[src/rtl/pwls_multichannel_alu.sv]
// ---------------------------------------------------------------------------
// pwls_multichannel_alu
//
// Time-multiplexed ALU for the piecewise-linear synth voice bank. One channel
// is serviced per enabled cycle, round-robin. Servicing a channel does three
// things:
//   - advances its phase by a step derived from the channel period,
//   - applies the period/amp sweeps when the phase wraps,
//   - emits one PWL sample computed from the phase held before the update.
// Control and phase registers are loaded from the register-write bus
// independently of the ALU enable.
//
// Ports
//   clk, reset           clock, synchronous active-high reset
//   en                   service channel ch this cycle
//   next_en              en-next-cycle hint (not needed by this implementation)
//   control_reg_write    permit for writes to idx 0-6
//   state_reg_write      permit for writes to idx 7 (phase)
//   reg_waddr            {ch[2:0], idx[2:0]}
//   reg_wdata            write data
//   reg_we               write strobe
//   tri_offset           global phase offset applied before the triangle fold
//   slope_exp            global right shift of the slope product
//   slope_offset         global offset added after the shift
//   sample, sample_ch    last computed sample and the channel it came from
//   sample_valid         high for one cycle after each en cycle
// ---------------------------------------------------------------------------
module pwls_multichannel_alu #(
    parameter int BITS            = 12,
    parameter int OCT_BITS        = 3,
    parameter int DETUNE_EXP_BITS = 3,
    parameter int SLOPE_EXP_BITS  = 4,
    parameter int NUM_CHANNELS    = 4,
    parameter int REG_BITS        = 16,
    localparam int CW = (NUM_CHANNELS > 1) ? $clog2(NUM_CHANNELS) : 1
) (
    input  logic                      clk,
    input  logic                      reset,
    input  logic                      en,
    input  logic                      next_en,
    input  logic                      control_reg_write,
    input  logic                      state_reg_write,
    input  logic [5:0]                reg_waddr,
    input  logic [REG_BITS-1:0]       reg_wdata,
    input  logic                      reg_we,
    input  logic [BITS-1:0]           tri_offset,
    input  logic [SLOPE_EXP_BITS-1:0] slope_exp,
    input  logic [BITS-4:0]           slope_offset,
    output logic [BITS-1:0]           sample,
    output logic [CW-1:0]             sample_ch,
    output logic                      sample_valid
);

    localparam int PER_W  = OCT_BITS + 10;           // {oct, mant[9:0]}
    localparam int AMP_W  = 6;
    localparam int PWM_W  = 8;
    localparam int SLP_W  = 8;
    localparam int SWP_W  = 16;
    // Step shifter: 11-bit mantissa left-shifted by up to 2^OCT_BITS-1,
    // padded so the [BITS+5:6] slice is always in range.
    localparam int SH_W   = 11 + (1 << OCT_BITS) + BITS;
    localparam int PROD_W = (BITS - 1) + SLP_W;      // tri * slope
    localparam int SCL_W  = BITS + AMP_W;            // y * amp

    // -----------------------------------------------------------------------
    // Per-channel storage
    // -----------------------------------------------------------------------
    logic [BITS-1:0]  phases      [NUM_CHANNELS];
    logic [PER_W-1:0] periods     [NUM_CHANNELS];
    logic [AMP_W-1:0] amps        [NUM_CHANNELS];
    logic [PWM_W-1:0] pwm_offsets [NUM_CHANNELS];
    logic [SLP_W-1:0] slopes0     [NUM_CHANNELS];
    logic [SLP_W-1:0] slopes1     [NUM_CHANNELS];
    logic [SWP_W-1:0] sweeps0     [NUM_CHANNELS];
    logic [SWP_W-1:0] sweeps1     [NUM_CHANNELS];

    logic [CW-1:0]    ch_q, ch_d;
    logic [BITS-1:0]  sample_q, sample_d;
    logic [CW-1:0]    sample_ch_q;
    logic             sample_valid_q;

    // -----------------------------------------------------------------------
    // Operand fetch for the channel being serviced
    // -----------------------------------------------------------------------
    logic [BITS-1:0]  cur_phase;
    logic [PER_W-1:0] cur_period;
    logic [AMP_W-1:0] cur_amp;
    logic [PWM_W-1:0] cur_pwm;
    logic [SLP_W-1:0] cur_slope0, cur_slope1;
    logic [SWP_W-1:0] cur_sweep0, cur_sweep1;

    always_comb begin
        cur_phase  = phases[ch_q];
        cur_period = periods[ch_q];
        cur_amp    = amps[ch_q];
        cur_pwm    = pwm_offsets[ch_q];
        cur_slope0 = slopes0[ch_q];
        cur_slope1 = slopes1[ch_q];
        cur_sweep0 = sweeps0[ch_q];
        cur_sweep1 = sweeps1[ch_q];
    end

    // -----------------------------------------------------------------------
    // Phase advance
    // -----------------------------------------------------------------------
    logic [OCT_BITS-1:0] oct;
    logic [9:0]          mant;
    logic [SH_W-1:0]     step_sh;
    logic [BITS-1:0]     step;
    logic [BITS-1:0]     phase_nxt;
    logic                wrap;

    always_comb begin
        oct  = cur_period[PER_W-1:10];
        mant = cur_period[9:0];
        // Implicit leading one on the mantissa, scaled by octave, then /64.
        step_sh = SH_W'({1'b1, mant}) << oct;
        step    = step_sh[BITS+5:6];
        {wrap, phase_nxt} = {1'b0, cur_phase} + {1'b0, step};
    end

    // -----------------------------------------------------------------------
    // Sweeps, applied only when the phase wraps
    // -----------------------------------------------------------------------
    // Two guard bits: the top one flags a negative result, the next one
    // flags overflow past the register range.
    logic [PER_W+1:0] per_sum;
    logic [PER_W-1:0] per_swept;
    logic [AMP_W+1:0] amp_sum;
    logic [AMP_W-1:0] amp_swept;

    always_comb begin
        per_sum = {2'b00, cur_period}
                + {{(PER_W + 2 - 8){cur_sweep0[7]}}, cur_sweep0[7:0]};
        if (per_sum[PER_W+1])
            per_swept = '0;
        else if (per_sum[PER_W])
            per_swept = '1;
        else
            per_swept = per_sum[PER_W-1:0];

        amp_sum = {2'b00, cur_amp}
                + {{(AMP_W + 2 - 4){cur_sweep1[3]}}, cur_sweep1[3:0]};
        if (amp_sum[AMP_W+1])
            amp_swept = '0;
        else if (amp_sum[AMP_W])
            amp_swept = '1;
        else
            amp_swept = amp_sum[AMP_W-1:0];
    end

    // -----------------------------------------------------------------------
    // PWL sample, computed from the phase before this cycle's advance
    // -----------------------------------------------------------------------
    logic [BITS-1:0]   q;
    logic [BITS-2:0]   tri_v;
    logic [SLP_W-1:0]  slope;
    logic [PROD_W-1:0] prod;
    logic [BITS-2:0]   prod_shr;
    logic [BITS:0]     y_sum;
    logic [BITS-1:0]   y;
    logic [SCL_W-1:0]  scaled;

    always_comb begin
        q     = cur_phase + tri_offset;
        // Fold the upper half back down to form a triangle.
        tri_v = q[BITS-1] ? ~q[BITS-2:0] : q[BITS-2:0];
        // Pulse-width split: the top 8 phase bits pick the active slope.
        slope = (cur_phase[BITS-1:BITS-8] < cur_pwm) ? cur_slope0 : cur_slope1;

        prod     = PROD_W'(tri_v) * PROD_W'(slope);
        prod_shr = prod[PROD_W-1:8] >> slope_exp;
        y_sum    = {2'b00, prod_shr} + {4'b0000, slope_offset};
        y        = y_sum[BITS] ? '1 : y_sum[BITS-1:0];

        scaled   = SCL_W'(y) * SCL_W'(cur_amp);
        sample_d = scaled[SCL_W-1:AMP_W];
    end

    // Round-robin channel pointer.
    always_comb begin
        if (ch_q == CW'(NUM_CHANNELS - 1))
            ch_d = '0;
        else
            ch_d = ch_q + CW'(1);
    end

    // -----------------------------------------------------------------------
    // Register-write decode
    // -----------------------------------------------------------------------
    logic [2:0] wr_ch;
    logic [2:0] wr_idx;

    assign wr_ch  = reg_waddr[5:3];
    assign wr_idx = reg_waddr[2:0];

    // -----------------------------------------------------------------------
    // State update. Within a channel the bus write is issued after the ALU
    // update so that a same-cycle write to the same register wins.
    // -----------------------------------------------------------------------
    always_ff @(posedge clk) begin
        if (reset) begin
            for (int c = 0; c < NUM_CHANNELS; c++) begin
                phases[c]      <= '0;
                periods[c]     <= '0;
                amps[c]        <= '0;
                pwm_offsets[c] <= '0;
                slopes0[c]     <= '0;
                slopes1[c]     <= '0;
                sweeps0[c]     <= '0;
                sweeps1[c]     <= '0;
            end
            ch_q           <= '0;
            sample_q       <= '0;
            sample_ch_q    <= '0;
            sample_valid_q <= 1'b0;
        end else begin
            sample_valid_q <= en;
            if (en) begin
                ch_q        <= ch_d;
                sample_q    <= sample_d;
                sample_ch_q <= ch_q;
            end

            for (int c = 0; c < NUM_CHANNELS; c++) begin
                if (en && ch_q == CW'(c)) begin
                    phases[c] <= phase_nxt;
                    if (wrap) begin
                        periods[c] <= per_swept;
                        amps[c]    <= amp_swept;
                    end
                end

                // Channel numbers beyond the bank never match and are dropped.
                if (reg_we && wr_ch == 3'(c)) begin
                    case (wr_idx)
                        3'd0: if (control_reg_write) periods[c]     <= reg_wdata[PER_W-1:0];
                        3'd1: if (control_reg_write) amps[c]        <= reg_wdata[AMP_W-1:0];
                        3'd2: if (control_reg_write) pwm_offsets[c] <= reg_wdata[PWM_W-1:0];
                        3'd3: if (control_reg_write) slopes0[c]     <= reg_wdata[SLP_W-1:0];
                        3'd4: if (control_reg_write) slopes1[c]     <= reg_wdata[SLP_W-1:0];
                        3'd5: if (control_reg_write) sweeps0[c]     <= reg_wdata[SWP_W-1:0];
                        3'd6: if (control_reg_write) sweeps1[c]     <= reg_wdata[SWP_W-1:0];
                        3'd7: if (state_reg_write)   phases[c]      <= reg_wdata[BITS-1:0];
                        default: ;
                    endcase
                end
            end
        end
    end

    assign sample       = sample_q;
    assign sample_ch    = sample_ch_q;
    assign sample_valid = sample_valid_q;

    // Operands are fetched in the same cycle they are used, so the prefetch
    // hint, the detune exponent and the upper sweep bits carry no function.
    logic [DETUNE_EXP_BITS-1:0] unused_detune;
    logic                       unused_ok;

    assign unused_detune = '0;
    assign unused_ok     = ^{next_en, unused_detune, cur_sweep0[15:8], cur_sweep1[15:4]};

endmodule

[config.mk]
export PLATFORM = sky130hd
export DESIGN_NAME = pwls_multichannel_alu
export DESIGN_NICKNAME = d
export VERILOG_FILES = /design/src/rtl/pwls_multichannel_alu.sv
export SDC_FILE = /design/constraint.sdc
export NUM_CORES = 1
export LEC_CHECK = 0
export BUFFER_PORTS_ARGS = -buffer_cell sky130_fd_sc_hd__buf_2
export CAP_MARGIN = 20
export CORE_ASPECT_RATIO = 0.9
export CORE_MARGIN = 4
export CORE_UTILIZATION = 45
export CTS_CLUSTER_DIAMETER = 80
export DETAILED_ROUTE_END_ITERATION = 10
export SLEW_MARGIN = 5
export SYNTH_ARGS = -nofsm -noshare
export SYNTH_HDL_FRONTEND = slang
export SYNTH_SLANG_ARGS = --single-unit
[constraint.sdc]
create_clock -name clk -period 20.2 [get_ports clk]
set_clock_uncertainty 0.15 [all_clocks]
set_input_delay 4.04 -clock clk [delete_from_list [all_inputs] [get_ports clk]]
set_output_delay 4.04 -clock clk [all_outputs]
set_load 0.01 [all_outputs]
; Word-level counts from Yosys, hierarchy flattened
; Memories as Yosys holds them, arrays and structs flattened. A register that Yosys moved wholly into a read port is not among the register bits.
; Index checks and enable logic that the tools add are counted.
[classes]
add_sub_neg = 6
mul = 2
n_lt_le_gt_ge = 1
eq_ne = 13
shifts = 2
n_mux = 201
bitwise_logic = 45
n_reduce_logical = 11
[op_table]
columns = operator, count
row1 = $mux 1, 133
row2 = $mux 13, 10
row3 = $mux 16, 8
row4 = $mux 12, 9
row5 = $mux 8, 13
row6 = $mux 6, 10
row7 = $or 1x1->1, 44
row8 = $mux 2, 17
row9 = $mul 11x8->19, 1
row10 = $mul 12x6->18, 1
row11 = $shl 11x3->18, 1
row12 = $add 14x8->15, 1
row13 = $add 12x12->13, 1
row14 = $add 11x9->12, 1
row15 = $add 12x12->12, 1
row16 = $eq 3x2->1 const B, 4
row17 = $eq 3x3->1 const B, 4
row18 = $mux 11, 1
row19 = $not 11->11, 1
row20 = $shr 11x4->11, 1
row21 = $add 7x4->8, 1
row22 = $logic_and 1x1->1, 8
row23 = $lt 8x8->1, 1
row24 = $eq 3x1->1 const B, 2
row25 = 5 further kinds, 7
[totals]
regBits = 17
ramBits = 348
inputBits = 54
output_inout_bits = 15
wordCells = 293
mem_count = 8
[memory_table]
columns = name, words, word_bits, rd, rd_clocked_by_memory_dff, write_ports, line_no
row1 = sweeps0, 4, 16, 1, 1, 4, 74  ; logic [SWP_W-1:0] sweeps0 [NUM_CHANNELS];
row2 = sweeps1, 4, 16, 1, 1, 4, 75  ; logic [SWP_W-1:0] sweeps1 [NUM_CHANNELS];
row3 = periods, 4, 13, 1, 1, 4, 69  ; logic [PER_W-1:0] periods [NUM_CHANNELS];
row4 = phases, 4, 12, 1, 1, 4, 68  ; logic [BITS-1:0] phases [NUM_CHANNELS];
row5 = pwm_offsets, 4, 8, 1, 1, 4, 71  ; logic [PWM_W-1:0] pwm_offsets [NUM_CHANNELS];
row6 = slopes0, 4, 8, 1, 1, 4, 72  ; logic [SLP_W-1:0] slopes0 [NUM_CHANNELS];
row7 = +2 memories, n/a, n/a, n/a, n/a, n/a, n/a

; Logic depth before layout (Yosys ltp)
[logic_depth]
ltp_word = 8
ltp_mapped = 71
depth_no_buf = 65

; Least setup slack after synthesis
; OpenSTA, ideal clock, no wires.
[synth_path]
kind = input to register
startpoint = in tri_offset[1]
endpoint = reg sample_q[11] (netlist: sample[11])
setup_time_ns = 0.129
t_arrival_ns = 16.276
required_time_ns = 19.921
slack_ns = 3.646
stages = 57
n_path_buf = 2
path_cell_list = ha_1 > a211oi_1 > o211ai_1 > a41oi_1 > mux2i_2 > nor2_1 > buf_2 > xnor2_1 > nor2_1 > fa_1 > fa_1 > fa_1 > inv_1 > fa_1 > inv_1 > ha_1 > clkbuf_1 > a21oi_1 > [... 21 more ...] > or4_1 > o2111a_1 > nand2_1 > fa_1 > inv_1 > fa_1 > inv_1 > fa_1 > inv_1 > ha_1 > a21o_1 > a21oi_1 > o31ai_1 > a21o_1 > a2111o_1 > a31o_1 > xnor2_1 > o22ai_1
[synth_between]
elab_chain_len = 8
[synth_rtl]
columns = element, line_no
row1 = "start, declared", 46  ; input logic [BITS-1:0] tri_offset,
row2 = $add 12x12->12 (*), 165  ; q = cur_phase + tri_offset;
row3 = $not 11->11, 167  ; tri_v = q[BITS-1] ? ~q[BITS-2:0] : q[BITS-2:0];
row4 = $mux 11 (*), 167
row5 = $mul 11x8->19 (*), 171  ; prod = PROD_W'(tri_v) * PROD_W'(slope);
row6 = $shr 11x4->11 (*), 172  ; prod_shr = prod[PROD_W-1:8] >> slope_exp;
row7 = $add 11x9->12 (*), 173  ; y_sum = {2'b00, prod_shr} + {4'b0000, slope_offset};
row8 = $mux 12 (*), 174  ; y = y_sum[BITS] ? '1 : y_sum[BITS-1:0];
row9 = $mul 12x6->18 (*), 176  ; scaled = SCL_W'(y) * SCL_W'(cur_amp);
row10 = "end signal, assigned", 221  ; sample_q <= sample_d;
row11 = "end, declared", 78  ; logic [BITS-1:0] sample_q, sample_d;
; Mark *: on every way between the ends. The rest lies on a longest branch, timed or not.
; A chain may end at the register's enable or synchronous reset.

; Worst setup path after layout
; Ends and elaborated chain as after synthesis.

==> reports/metrics.cfg <==
[drt]
wl_per_cell_um = 20.64
antenna_left = 0
detail_route.iter0.violations = 1140
viasPerCell = 5.691
vias = 15410
wl_um = 55900
firstDrtPassIters = 5
drc = 0

[critical_path]
crit_path_end_kind = flop
cpMaxStageDelayCell = xnor2_1
critPathMaxFanout = 9
worstPathRequired_ns = 20.43
start_kind = input port
max_stage_delay_ns = 0.65
crit_type = input port to flop
cp.arrival_ns = 18.08
worst_path_most_repeated_cell = fa_1

[floorplanning]
die_h_um = 215.1
dieWidth_um = 238.1
design.die.area_mm2 = 0.05122
design.portCount = 69
initial_core_util = 0.4580
rows = 75
core-area_mm2 = 0.04683

[run_status]
status = finished clean

[yosys]
yosys-top-cells-count = edfxtp_1, nor2_1, inv_1, nand2_1, and2_1
synthTopCellsByArea = edfxtp_1, fa_1, ha_1
syn-cell-area_mm2 = 0.02145
synth_top_area_share = 0.3753
syn_inst = 2038
seq_area_frac_synth = 0.3930
yosysTopAreaCell = edfxtp_1
synth_most_common_cell = edfxtp_1
yosysWarnings = 0
ys.flop_type = edfxtp_1
synth.distinct_cells = 78
ys_seq_elements = 287
synth_edf_count = 268
syn_nets = 2314
syn_avg_cell_area_um2 = 10.52
synthArstFlopShare = 0

[clock_network]
cts.clk_slew.worst_paths_ns = 0.05
clock_path_buffers = 3
postCtsSetupRepairBufs = 0
cts.sinks = 287
ctsHoldBuffers = 0
cts_tree = built
cts_inserted_buffers = 34
h-tree-depth = 2
clkLatencyLatePin_ns = 0.52
clock_tree.root_cell = clkbuf_16
cts_resized = 0

[global_route]
grt_pass1_vias = 15590
grt_pass1_wl_um = 88240
grt_overflow = 0
antenna_found_initial = 1
grt_max_degree = 52
track_usage = 0.2182

[timing]
worst_pin_slew_ns = 1.002
rsz0062_at_grt = false
drv_slew = 0
fmax_ghz = 0.05600
setup-tns-final_ns = 0
period_minus_slack_ns = 17.86
setup_violations = 0
slew_headroom = 0.3131
hold_viol_final = 0
finalCritPeriodShare = 0.8840

[cells_and_area]
layout.nets = 2343
area.growth.synth_to_final_pct = 9.504
fillers = 4202
drive_gt1_frac = 0.1172

[flow_run]
drv_cap = 0

[placed_design]
routabilityCongestion = 0.8483
io_buffers = 64
hpwl_um = 40260

[worst_hold_path]
hold_path.class = flop to flop

## cells by family (layout without fill, tap and decap cells)
kind of cell,Yosys count,in the layout,share of synthesized area
multiplexers,113,113,0.08932
AND/OR/NAND/NOR,693,693,0.1567
buffers and inverters,272,325,0.04825
AO/OA/AOI/OAI,378,378,0.1187
flip-flops,287,287,0.3930
adder cells (fa/ha/maj),222,222,0.1638
XOR/XNOR,73,73,0.03016
other,0,1,0
## cell type report
| type | instances | area, um2 | area share |
|---|---|---|---|
| Tap cell | 616 | 770.7 | 0.03282 |
| Inverter | 180 | 675.6 | 0.02877 |
| Timing Repair Buffer | 85 | 475.5 | 0.02025 |
| Clock inverter | 16 | 173.9 | 0.007406 |
| Clock buffer | 44 | 952.2 | 0.04055 |
| Antenna cell | 1 | 2.502 | 0.0001066 |
| Sequential cell | 287 | 8436 | 0.3592 |
| Multi-Input combinational cell | 1479 | 12000 | 0.5109 |
## registers in the layout, indices dropped and copies added (netlist names), 2 cells and up, named ones only
signal and flops:
slopes1 32, pwm_offsets 32, sweeps1 16, phases 48, periods 52, ch_q 2, amps 24, sample 12
sample_ch 2, sweeps0 32, slopes0 32
## per-layer routing
layer	track usage	wire length, um	up-vias
li1	-	-	7216
met1	0.3073	24770	7635
met2	0.3629	26680	490
met3	0.02500	3197	70
met4	0.05610	1261	0
met5	0	0	-
## path summary, 6_finish.rpt
path	startpoint	slack [ns]	to	cells after the start
min	sample[10]	0.33	sample[10]	2
max reg2reg	flop	3.96	sample[11]	58
min reg2reg	sample[10]	0.33	sample[10]	2
max	tri_offset[1]	2.34	sample[11]	57
## worst max-delay path: cells and delay by family
| kind | cells | cell delay [ns] |
|---|---|---|
| fa+ha+maj | 11 | 4.88 |
| xor+xnor | 3 | 0.95 |
| buf+inv | 7 | 0.62 |
| compound gates | 25 | 5.65 |
| mux | 1 | 0.39 |
| simple gates | 10 | 1.51 |
## cells in the final DEF (no fill, tap or decap), drive strengths merged, types with 52 or more instances in the layout
cell type	n
fa	98
o21ai	138
ha	124
nor2	217
mux4	61
nand2	178
and2	166
xnor2	52
a21oi	54
buf	85
inv	178
edfxtp	268
## metrics by stage
stage	hold WS, ns	util	area (um2)	setup WS (ns)	std cells
after floorplan	0.3498	-	21450	3.646	2038
after global placement	0.3170	0.4771	22340	1.912	2645
after detailed placement	0.3262	0.4771	22340	1.621	2645
after CTS	0.3401	0.5012	23470	2.110	2705
after global routing	0.3586	0.5015	23480	1.406	2707
final	0.3322	0.5015	23480	2.343	2708
Power is not shown: default switching activity piles up to over one toggle a cycle in this logic, so the estimate is an artifact.
